<file path="src/rtl/rst_seq_pkg.sv">
// Shared types and parameter limits for the reset sequencer.
package rst_seq_pkg;

    // Sequencer states: all asserted, staggered release, fully released.
    typedef enum logic [1:0] {
        ST_HOLD    = 2'd0,
        ST_RELEASE = 2'd1,
        ST_DONE    = 2'd2
    } state_e;

    // Smallest legal values of the sequencer parameters.
    localparam int unsigned MIN_NUM_OUT        = 1;
    localparam int unsigned MIN_SYNC_STAGES    = 2;
    localparam int unsigned MIN_HOLD_CYCLES    = 1;
    localparam int unsigned MIN_STAGGER_CYCLES = 1;

    // Larger of two unsigned values, used for counter sizing.
    function automatic int unsigned max_u(input int unsigned a, input int unsigned b);
        return (a > b) ? a : b;
    endfunction

endpackage

</file>
<file path="src/rtl/rst_sync_chain.sv">
// Async-assert / sync-deassert reset synchroniser.
module rst_sync_chain #(
    parameter int unsigned SYNC_STAGES = 2
) (
    input  logic clk_i,
    input  logic rst_i,
    output logic rst_sync_o
);

    logic [SYNC_STAGES-1:0] sync_q;

    // Preset on board reset, shift zeros in once it drops.
    always_ff @(posedge clk_i or posedge rst_i) begin
        if (rst_i) begin
            sync_q <= '1;
        end else begin
            sync_q <= {sync_q[SYNC_STAGES-2:0], 1'b0};
        end
    end

    assign rst_sync_o = sync_q[SYNC_STAGES-1];

endmodule

</file>
<file path="src/rtl/rst_seq_gen.sv">
// Reset generator: synchronised release, minimum hold, then staggered
// per-output release in index order; software request replays the sequence.
module rst_seq_gen
    import rst_seq_pkg::*;
#(
    parameter int unsigned NUM_OUT        = 3,
    parameter int unsigned SYNC_STAGES    = 2,
    parameter int unsigned HOLD_CYCLES    = 16,
    parameter int unsigned STAGGER_CYCLES = 4
) (
    input  logic               clk_i,
    input  logic               rst_i,
    input  logic               sw_rst_i,
    output logic [NUM_OUT-1:0] rst_o,
    output logic               rst_done_o,
    output logic               busy_o
);

    localparam int unsigned CNT_RAW = $clog2(max_u(HOLD_CYCLES, STAGGER_CYCLES));
    localparam int unsigned CNT_W   = (CNT_RAW < 1) ? 1 : CNT_RAW;
    localparam int unsigned IDX_W   = $clog2(NUM_OUT + 1);

    localparam logic [CNT_W-1:0] HOLD_LAST = CNT_W'(HOLD_CYCLES - 1);
    localparam logic [CNT_W-1:0] STAG_LAST = CNT_W'(STAGGER_CYCLES - 1);
    localparam logic [IDX_W-1:0] LAST_IDX  = IDX_W'(NUM_OUT - 1);

    // Reject illegal parameterisations at elaboration.
    if (NUM_OUT < MIN_NUM_OUT) begin : g_chk_num_out
        $error("rst_seq_gen: NUM_OUT must be >= %0d", MIN_NUM_OUT);
    end
    if (SYNC_STAGES < MIN_SYNC_STAGES) begin : g_chk_sync
        $error("rst_seq_gen: SYNC_STAGES must be >= %0d", MIN_SYNC_STAGES);
    end
    if (HOLD_CYCLES < MIN_HOLD_CYCLES) begin : g_chk_hold
        $error("rst_seq_gen: HOLD_CYCLES must be >= %0d", MIN_HOLD_CYCLES);
    end
    if (STAGGER_CYCLES < MIN_STAGGER_CYCLES) begin : g_chk_stagger
        $error("rst_seq_gen: STAGGER_CYCLES must be >= %0d", MIN_STAGGER_CYCLES);
    end

    logic               rst_sync;
    state_e             state_q, state_d;
    logic [CNT_W-1:0]   cnt_q, cnt_d;
    logic [IDX_W-1:0]   idx_q, idx_d;
    logic [NUM_OUT-1:0] rst_q, rst_d;
    logic               done_q, done_d;
    logic               busy_q, busy_d;

    rst_sync_chain #(
        .SYNC_STAGES (SYNC_STAGES)
    ) u_sync (
        .clk_i      (clk_i),
        .rst_i      (rst_i),
        .rst_sync_o (rst_sync)
    );

    // State, counters and outputs; board reset reaches them asynchronously.
    always_ff @(posedge clk_i or posedge rst_sync) begin
        if (rst_sync) begin
            state_q <= ST_HOLD;
            cnt_q   <= '0;
            idx_q   <= '0;
            rst_q   <= '1;
            done_q  <= 1'b0;
            busy_q  <= 1'b1;
        end else begin
            state_q <= state_d;
            cnt_q   <= cnt_d;
            idx_q   <= idx_d;
            rst_q   <= rst_d;
            done_q  <= done_d;
            busy_q  <= busy_d;
        end
    end

    // Next-state: software request overrides any release on the same edge.
    always_comb begin
        state_d = state_q;
        cnt_d   = cnt_q;
        idx_d   = idx_q;
        rst_d   = rst_q;

        if (sw_rst_i) begin
            state_d = ST_HOLD;
            cnt_d   = '0;
            idx_d   = '0;
            rst_d   = '1;
        end else begin
            case (state_q)
                ST_HOLD: begin
                    if (cnt_q == HOLD_LAST) begin
                        rst_d[0] = 1'b0;
                        cnt_d    = '0;
                        idx_d    = IDX_W'(1);
                        state_d  = (NUM_OUT == 1) ? ST_DONE : ST_RELEASE;
                    end else begin
                        cnt_d = cnt_q + CNT_W'(1);
                    end
                end
                ST_RELEASE: begin
                    if (cnt_q == STAG_LAST) begin
                        for (int i = 0; i < int'(NUM_OUT); i++) begin
                            if (idx_q == IDX_W'(i)) begin
                                rst_d[i] = 1'b0;
                            end
                        end
                        cnt_d = '0;
                        idx_d = idx_q + IDX_W'(1);
                        if (idx_q == LAST_IDX) begin
                            state_d = ST_DONE;
                        end
                    end else begin
                        cnt_d = cnt_q + CNT_W'(1);
                    end
                end
                ST_DONE: begin
                end
                default: begin
                    state_d = ST_HOLD;
                end
            endcase
        end

        done_d = (state_d == ST_DONE);
        busy_d = (state_d != ST_DONE);
    end

    assign rst_o      = rst_q;
    assign rst_done_o = done_q;
    assign busy_o     = busy_q;

endmodule

</file>
<file path="config.mk">
export PLATFORM = sky130hd
export DESIGN_NAME = rst_seq_gen
export DESIGN_NICKNAME = d
export VERILOG_FILES = /design/src/rtl/rst_seq_pkg.sv /design/src/rtl/rst_sync_chain.sv /design/src/rtl/rst_seq_gen.sv
export SDC_FILE = /design/constraint.sdc
export NUM_CORES = 1
export LEC_CHECK = 0
export ABC_AREA = 1
export ABC_CLOCK_PERIOD_IN_PS = 800
export CAP_MARGIN = 0
export CORE_MARGIN = 1.5
export CORE_UTILIZATION = 53
export DETAILED_ROUTE_END_ITERATION = 12
export PLACE_DENSITY_LB_ADDON = 0.3
export RECOVER_POWER = 25
export SKIP_LAST_GASP = 1
export SYNTH_ARGS = -nofsm -noshare
export SYNTH_HDL_FRONTEND = slang
export SYNTH_SLANG_ARGS = --single-unit
</file>
<file path="constraint.sdc">
create_clock -name clk_i -period 0.8 [get_ports clk_i]
set_clock_uncertainty 0.05 [all_clocks]
set_input_delay 0.08 -clock clk_i [delete_from_list [all_inputs] [get_ports clk_i]]
set_output_delay 0.08 -clock clk_i [all_outputs]
set_load 0.01 [all_outputs]
</file>
==> results.md <==
- Outcome: complete, but fails checks
- Violated checks: negative setup slack
- Critical Path Slowest Stage Cell: dfrtp_1
- Area after DPL: 1020 µm²
- Filler instances: 73
- Ports: 8
- Final HPWL DP: 1280 µm
- Die Area: approximately 1700 µm²
- Clock latency on the worst-skew pair: around 270 ps
- Arrival time worst endpoint: 1370 ps
- Largest net degree at the start of global routing: 14
- Die W: 41.1 µm
- GR Overflow Total: 0
- CTS Sinks: 15
- Clock transition at path regs: 90 ps
- Slew Limit Fails: 0
- Avg Inst Size Synth: roughly 8.5 µm²
- Highest-count cells in the layout ignoring fill and taps: 23 x nand2_1, 16 x buf_4, 10 x inv_1
- Total Wirelength: 1830 µm
- Worst setup path start: state_q[0]$_DFF_PP0_
- Diodes inserted: 0
- Num CTS Buffers: 3
- Initial antenna violation count: 0
- CP Class: register to register
- Drt drc: 0
- Depth of the CTS H-tree: 1
- Startpoint Class: register
- Cell Chain, Critical Path: inv_2 -> nor2_4 -> nand4_2 -> a21oi_2 -> inv_1
- DIE HEIGHT: 41.1 µm
- Fraction of layout cells with a size suffix above 1: 0.496
- CP max stage delay: between 400 and 500 ps
- MaxCap Viol Count: 0
- RR Startpoint: state_q[0]$_DFF_PP0_
- Area of the mapped netlist: 769 µm²
- Vias in the first global route: 628
- Hold Path Class: input pin to async pin
- Syn Inst Count: 90
- WHS: approximately 230 ps
- Final setup fails: 18
- First-pass GRT wire length: 2840 µm
- Crit. End Element: register
- Routed wire per std cell: 13.9 µm
- CP delay by family, top: flip-flops
- CTS root buffer: clkbuf_4
- Unrepaired setup endpoints after global routing: yes
- Critical path buffers and inverters: 2
- Tcrit/Tclk final: 1.51
- Area growth syn-to-layout: 43.3%
- Peak supply drop: 1.05 mV
- Crit-path max FO: 4
- PwrDens: 1250 nW/µm²
- Rows: 13
- Drt pass-1 iters: 4
- Initial Utilization: 0.577
- Global Route Usage Sum: 0.268
- Final setup margin: -404 ps
- Maximum buffer depth of the clock tree: 2
- Total number of vias: about 680
- Cts hold-fix bufs: 0
- RePlAce Congestion: 0.805
- Final cell count without fillers: 132
- Distinct cell type count after synthesis: 22
- Post-route ant nets: 0
- Post-DR vias/cell: 5.13
- P_leak: 0.558 nW
- Total power: ~0.0014 W
- CP required: 960 ps
- Design Area, Final: roughly 1100 µm²
- Seq/Total Area, Yosys: 0.498
- Ys Warns: 0
- Post-synth net total: 97
- Core Area: 1330 µm²
- Hold Vio Cnt, Final: 0
- Final min period: ~1200 ps
- Most common cell after layout, fill and taps aside: nand2_1
- Port bufs: 7
- NumNets Final: 125
- CTS tree: yes
- Max Freq: 830 MHz
- Iter 0 DRT Violations: 21
- #FFs+latches synth: 15
- Placed cells: 124
synthesized netlist by cell type:
cell type	number	area, µm²
buf_2	1	5.00
ha_1	4	50.1
xnor2_1	1	8.76
nor2_1	2	7.51
inv_1	10	37.5
clkinv_1	1	3.75
nand4_2	1	12.5
nor2_2	3	18.8
a21oi_1	3	15.0
nand4_1	2	12.5
a21oi_2	1	8.76
nand2_2	1	6.26
nor2_4	1	11.3
conb_1	1	3.75
or2_1	1	6.26
nand3_1	6	30.0
inv_2	3	11.3
dfstp_2	6	158
nand3_2	2	20.0
nand2_1	30	113
o21ai_1	1	5.00
dfrtp_1	9	225
worst reg2reg max path, stage by stage, from the launching register on:
cell and delay (ps):
dfrtp_1 430, inv_2 80, nor2_4 170, nand4_2 180
a21oi_2 180, inv_1 50
routing by layer:
| layer | track usage | up-vias | routed length (µm) |
|---|---|---|---|
| li1 | - | 331 | - |
| met1 | 0.359 | 322 | 832 |
| met2 | 0.430 | 20 | 916 |
| met3 | 0.0543 | 4 | 61 |
| met4 | 0.0887 | 0 | 19 |
| met5 | 0 | - | 0 |
cell families after synthesis:
family,after synthesis,synth area share
XOR/XNOR,1,0.0114
flip-flops,15,0.498
other,1,0.00487
adder cells (fa/ha/maj),4,0.0650
AO/OA/AOI/OAI,5,0.0374
AND/OR/NAND/NOR,49,0.309
buffers and inverters,15,0.0748
state kept, by name (all words and copies together) (netlist names):
signal,count
state_q,2
u_sync.sync_q,2
rst_done_o,1
busy_o,1
idx_q,2
rst_o,3
cnt_q,4
worst paths after layout:
| path | cells past startpoint | end | slack (ps) |
|---|---|---|---|
| max | 5 | busy_o$_DFF_PP1_ | -400 |
| min | 2 | u_sync.sync_q[0]$_DFF_PP1_ | 230 |
| max reg2reg | 5 | busy_o$_DFF_PP1_ | -400 |
| min reg2reg | 2 | cnt_q[3]$_DFFE_PP0P_ | 250 |
| max in group asynchronous | 2 | busy_o$_DFF_PP1_ | 150 |
| min in group clk_i | 0 | u_sync.sync_q[1]$_DFF_PP1_ | 310 |
per-stage QoR:
stage | TNS, ps | utilization | setup slack, ps
finish | -5610 | 0.826 | -404
global route | -6310 | 0.826 | -459
CTS | -5550 | 0.825 | -379
detailed placement | -6130 | 0.766 | -422
global placement | -5530 | 0.766 | -373
floorplan | -3270 | - | -300
where the power goes:
part	total, W	switching (W)	leakage (nW)	internal, W
combinational	0.000164	0.0000864	0.359	0.0000779
sequential	0.000796	0.0000149	0.185	0.000781
clock	0.000418	0.000225	0.0150	0.000193
repair_timing:
item,in CTS,in global routing
setup buffers,3,1
gates cloned,0,0
resized for setup,29,6
endpoints found under the setup margin,18,18
pin swaps,1,4
layout make-up:
cell class	count	area (µm²)	area share
Multi-Input combinational cell	60	420	0.381
Timing Repair Buffer	24	195	0.177
Clock buffer	4	26.3	0.0238
Inverter	14	57.6	0.0522
Sequential cell	15	384	0.348
Tap cell	15	18.8	0.0170
Power figures use the tool's default switching activity.
